**config.mk**
```make
export PLATFORM = sky130hd
export DESIGN_NAME = param_calculator
export DESIGN_NICKNAME = d
export VERILOG_FILES = /design/src/rtl/param_calculator.sv
export SDC_FILE = /design/constraint.sdc
export NUM_CORES = 1
export LEC_CHECK = 0
export ABC_CLOCK_PERIOD_IN_PS = 800
export CAP_MARGIN = 20
export CELL_PAD_IN_SITES_DETAIL_PLACEMENT = 0
export CELL_PAD_IN_SITES_GLOBAL_PLACEMENT = 1
export CORE_UTILIZATION = 35
export CTS_CLUSTER_DIAMETER = 120
export DETAILED_ROUTE_END_ITERATION = 7
export GPL_TIMING_DRIVEN = 1
export PLACE_DENSITY_LB_ADDON = 0.2
export SKIP_CTS_REPAIR_TIMING = 1
export SLEW_MARGIN = 20
export SYNTH_ARGS = -nofsm -noshare
export SYNTH_HDL_FRONTEND = slang
export SYNTH_SLANG_ARGS = --single-unit
export TNS_END_PERCENT = 1
```
**constraint.sdc**
```tcl
create_clock -name clk -period 0.8 [get_ports clk]
set_input_delay 0.12 -clock clk [delete_from_list [all_inputs] [get_ports clk]]
set_output_delay 0.12 -clock clk [all_outputs]
set_load 0.05 [all_outputs]
```
**src/rtl/param_calculator.sv**
```systemverilog
// param_calculator: N-bit ten-op ALU with registered result and hex 7-seg views.
// Optional status flags port when PARAM_CALC_FLAGS_EN is defined.
//
// Ports:
//   clk, rst_n      clock, async active-low reset
//   Z, Y            operands (Y doubles as shift amount)
//   mode            op select within bank
//   btn_change      bank select
//   segA/segB/segD  active-low {g,f,e,d,c,b,a} hex of Z, Y, aritm_out (bits [3:0])
//   aritm_out       registered result
//   flags           {N,Z,C,V}, registered with aritm_out (PARAM_CALC_FLAGS_EN only)
module param_calculator #(
  parameter int N = 4
) (
  input  logic         clk,
  input  logic         rst_n,
  input  logic [N-1:0] Z,
  input  logic [N-1:0] Y,
  input  logic [1:0]   mode,
  input  logic [1:0]   btn_change,
  output logic [6:0]   segA,
  output logic [6:0]   segB,
  output logic [6:0]   segD,
`ifdef PARAM_CALC_FLAGS_EN
  output logic [3:0]   flags,
`endif
  output logic [N-1:0] aritm_out
);

  localparam logic [3:0] OP_ADD = 4'b1100;
  localparam logic [3:0] OP_SUB = 4'b1101;
  localparam logic [3:0] OP_MUL = 4'b1110;
  localparam logic [3:0] OP_DIV = 4'b1111;
  localparam logic [3:0] OP_MOD = 4'b1000;
  localparam logic [3:0] OP_AND = 4'b1001;
  localparam logic [3:0] OP_OR  = 4'b1010;
  localparam logic [3:0] OP_XOR = 4'b1011;
  localparam logic [3:0] OP_SHL = 4'b0010;
  localparam logic [3:0] OP_SHR = 4'b0001;

  localparam logic [N-1:0] N_W  = N[N-1:0];
  localparam logic [N-1:0] ONES = '1;
  localparam logic [N-1:0] ZERO = '0;
  localparam logic [6:0]   BLANK = 7'b1111111;

  function automatic logic [6:0] hex7(input logic [3:0] v);
    logic [6:0] s;
    s = BLANK;
    case (v)
      4'h0: s = 7'b1000000;
      4'h1: s = 7'b1111001;
      4'h2: s = 7'b0100100;
      4'h3: s = 7'b0110000;
      4'h4: s = 7'b0011001;
      4'h5: s = 7'b0010010;
      4'h6: s = 7'b0000010;
      4'h7: s = 7'b1111000;
      4'h8: s = 7'b0000000;
      4'h9: s = 7'b0010000;
      4'hA: s = 7'b0001000;
      4'hB: s = 7'b0000011;
      4'hC: s = 7'b1000110;
      4'hD: s = 7'b0100001;
      4'hE: s = 7'b0000110;
      4'hF: s = 7'b0001110;
      default: s = BLANK;
    endcase
    return s;
  endfunction

  logic [3:0]     op;
  logic [N:0]     sum;
  logic [N:0]     dif;
  logic [2*N-1:0] prod;
  logic           y_zero;
  logic           sh_big;
  logic [N-1:0]   res;
  logic           cf;
  logic           vf;

  assign op     = {btn_change, mode};
  assign sum    = {1'b0, Z} + {1'b0, Y};
  // dif[N] is the borrow out of Z-Y
  assign dif    = {1'b0, Z} - {1'b0, Y};
  assign prod   = {{N{1'b0}}, Z} * {{N{1'b0}}, Y};
  assign y_zero = (Y == ZERO);
  assign sh_big = (Y >= N_W);

  always_comb begin
    res = ZERO;
    cf  = 1'b0;
    vf  = 1'b0;
    unique case (1'b1)
      (op == OP_ADD): begin
        res = sum[N-1:0];
        cf  = sum[N];
        vf  = (Z[N-1] == Y[N-1]) && (sum[N-1] != Z[N-1]);
      end
      (op == OP_SUB): begin
        res = dif[N-1:0];
        cf  = dif[N];
        vf  = (Z[N-1] != Y[N-1]) && (dif[N-1] != Z[N-1]);
      end
      (op == OP_MUL): begin
        res = prod[N-1:0];
        cf  = |prod[2*N-1:N];
      end
      (op == OP_DIV): begin
        res = y_zero ? ONES : Z / Y;
        cf  = y_zero;
      end
      (op == OP_MOD): begin
        res = y_zero ? Z : Z % Y;
        cf  = y_zero;
      end
      (op == OP_AND): res = Z & Y;
      (op == OP_OR):  res = Z | Y;
      (op == OP_XOR): res = Z ^ Y;
      (op == OP_SHL): res = sh_big ? ZERO : Z << Y;
      (op == OP_SHR): res = sh_big ? ZERO : Z >> Y;
      default: res = ZERO;
    endcase
  end

  always_ff @(posedge clk or negedge rst_n) begin
    if (!rst_n) begin
      aritm_out <= ZERO;
      segA      <= BLANK;
      segB      <= BLANK;
      segD      <= BLANK;
    end else begin
      aritm_out <= res;
      segA      <= hex7(Z[3:0]);
      segB      <= hex7(Y[3:0]);
      segD      <= hex7(res[3:0]);
    end
  end

`ifdef PARAM_CALC_FLAGS_EN
  always_ff @(posedge clk or negedge rst_n) begin
    if (!rst_n) begin
      flags <= 4'b0000;
    end else begin
      flags <= {res[N-1], (res == ZERO), cf, vf};
    end
  end
`else
  logic unused_flags;
  assign unused_flags = ^{cf, vf};
`endif

endmodule

```
==> out/metrics.yaml <==
worst_setup_path:
  crit_path_max_incr_delay_ns: 0.48
  path_depth: 23
  endpoint: "segD[5]$_DFF_PN1_"
  start_kind: "input pin"
  arrival_ns: 4.87
  cp-end-kind: "flop"
  critPathMaxFanout: 5
  critPathRequiredTime_ns: 1.00
  crit_start: "Y[0]"
  crit_path_cell_trace: "buf_8, inv_8, ha_4, or4b_4, a32oi_4, ha_4, nor2_4, or3_4, o21ai_2, ha_4, or4b_1, a21oi_2, nor2_1, ha_1, nand2_2, a21oi_4, o21ai_2, or3b_4, nand4_1, ha_2, o21ai_2, or3_1, o211ai_1"
  cp_num_buf_inv: 2
  crit_slowest_cell: "or4b_1"
  critPathTopFamily: "simple AND/OR/NAND/NOR gates"
  path_class: "input pin to flop"
route:
  ant_nets: 0
  num_vias: 2973
  wl_um: 9040
  route.detailed.drc: 0
  wl_met1_um: 4040
  drtIter0Drc: 162
  met3WireLength_um: 350
  wl_met2_um: 4480
  via_per_inst: 5.45
  highest_layer: "met4"
  routedWlPerCell_um: 16.6
  first_pass_iters: 4
timing:
  fin_crit_ns: 4.68
  fmax_mhz: 214
  tightest_slew_ns: 0.461
  setup_ws_ns: -3.88
  relSlewSlack: 0.692
  setup_viol: 50
  finalCritPeriodShare: 5.85
  hold_viol: 0
  slew_violations: 0
  rsz0062_at_grt: "true"
  fin_setup_tns_ns: -48.86
  holdWs_ns: 0.178
clock_tree:
  htreeDepth: 1
  clockBufferDepth: 2
  clkSinkCount: 25
  cts_made_buffers: 3
  cts-root-buf: "clkbuf_8"
  path_clk_slew_ns: 0.08
  cts_tree: "done"
grt:
  grt_overflow: 0
  grt_antenna_before_repair: 0
  grt_pass1_wl_um: 14800
  track_usage: 0.215
  grt_max_degree: 26
  grt_pass1_vias: 2942
placed_design:
  port-buffer-count: 38
  place.gp.congestion: 0.867
  dp_hpwl_um: 6850
die:
  core_mm2: 0.00822
  start_util: 0.360
  dieArea_mm2: 0.00883
  fp.dieW_um: 94.0
  num_rows: 33
  fp.dieH_um: 94.0
  ios: 39
synthesis:
  yosysTopAreaCell: "ha_1"
  netlist_top_cells_area: "ha_1 20%, dfstp_2 19%, mux2i_1 4.4%"
  synth_cell_type_count: 76
  netlist.area_leader.share: 0.203
  synth_simple_gate_area_share: 0.186
  syn-cell-area_mm2: 0.00296
  synth_compound_area_frac: 0.223
  synth_top_family_by_area: "compound AO/OA/AOI/OAI gates"
  synthMuxAreaShare: 0.0605
  synthAdderAreaFrac: 0.216
  synth_xor_area_frac: 0.0461
  syn_inst: 319
  synth-edff-count: 0
  synthFlopType: "dfstp_2"
  yosys_warnings: 0
  synthArstFlopShare: 1.00
  ys_seq_elements: 25
  ys_seq_area_frac: 0.220
  syn_nets: 383
  avgSynthCellArea_um2: 9.28
power_and_ir_drop:
  leakage_nw: 2.14
  ir_worst_vdd_uv: 637
  powerDensity_mw_per_mm2: 1340
final_layout:
  drive_above_1_share: 0.506
  num_antenna_cells: 0
  nFillCells: 700
  fin_nets: 506
  post-route-util: 0.589
  syn2layout_area_growth_pct: 63.5
  regArea_um2: 652
  multi_input_area_mm2: 0.00249
flow_run:
  cap_violations: 0
run_status:
  violations: "negative setup slack"
  status: "finished with violations"
hold_path:
  hp-class: "input pin to flop"
## state kept, by name, indices dropped and copies added, names as in the netlist
name	cells
segA	7
segB	7
segD	7
aritm_out	4
## synthesized netlist by cell type, types with 3 or more instances
library cell and instances:
o221ai_1 3, nand2b_1 4, nand4_1 8, o31ai_1 3, o21ai_1 3, ha_1 48
o21ai_0 15, nor2_2 3, a21oi_1 13, a21o_1 4, xor2_1 7, xnor2_1 6
o211ai_1 7, o2bb2ai_1 3, a221o_1 3, nor3_1 5, dfstp_2 21, mux2i_1 13
buf_2 8, nand3b_1 3, nor2_1 16, nand2_1 22, nor2b_1 3, dfrtp_1 4
nand3_1 5, inv_1 16, or3_1 3
## how the worst min path moves through the flow
stage / startpoint / end / slack, ns / cells after the start
2_1_floorplan: rst_n / aritm_out[0]$_DFF_PN0_ / -0.18 / 0
3_3_place_gp: rst_n / aritm_out[1]$_DFF_PN0_ / 0.49 / 2
3_5_place_dp: rst_n / aritm_out[1]$_DFF_PN0_ / 0.49 / 2
4_1_cts: rst_n / aritm_out[1]$_DFF_PN0_ / 0.20 / 2
5_1_grt: Z[2] / segA[5]$_DFF_PN1_ / 0.19 / 3
6_report: Z[2] / segA[5]$_DFF_PN1_ / 0.18 / 3
## cell usage in the layout, fill, tap and decap left out, types with 4 or more instances in the layout
cell,count
ha_1,32
dfstp_2,21
nor2_2,4
xnor2_1,6
nand4_1,8
a21oi_2,4
ha_4,13
inv_2,4
buf_4,81
o21ai_1,5
nor2_1,13
a21o_1,4
buf_6,8
o21ai_0,8
nor3_1,4
dfrtp_1,4
mux2i_1,12
xor2_1,7
a21oi_1,10
o21ai_2,5
nand3_1,5
inv_1,10
clkdlybuf4s50_1,5
buf_12,31
o211ai_1,7
nand2_1,19
## metal layers
metal	global-route usage	up-vias
met3	0.00647	15
met1	0.293	1433
met5	0	-
met2	0.373	81
li1	-	1444
met4	0.0564	0
## cell families (layout without fill, tap and decap cells)
logic type / Yosys count / after routing
AND/OR/NAND/NOR: 94 / 94
adder cells (fa/ha/maj): 50 / 50
multiplexers: 16 / 16
AO/OA/AOI/OAI: 89 / 89
buffers and inverters: 31 / 153
XOR/XNOR: 14 / 14
flip-flops: 25 / 25
## layout make-up
class,count,area share
Clock buffer,3,0.00853
Clock inverter,1,0.00103
Inverter,18,0.0176
Multi-Input combinational cell,263,0.514
Sequential cell,25,0.135
Tap cell,105,0.0272
Timing Repair Buffer,131,0.297
## power by group
part | internal (mW) | leakage [nW] | switching [mW]
registers | 1.54 | 0.271 | 0.139
logic | 2.04 | 1.84 | 2.06
clock network | 0.348 | 0.0255 | 0.371
## metrics by stage
step / total power [mW] / area, um^2 / std cells / setup slack [ns]
CTS: 6.17 / 4460 / 539 / -4.57
global route: 6.92 / 4840 / 546 / -4.12
global placement: 5.40 / 4410 / 535 / -4.77
floorplan: 3.67 / 3080 / 319 / -4.21
detailed placement: 5.44 / 4410 / 535 / -4.85
finish: 6.50 / 4840 / 546 / -3.88
No activity file was read; power rests on OpenSTA's default activity.
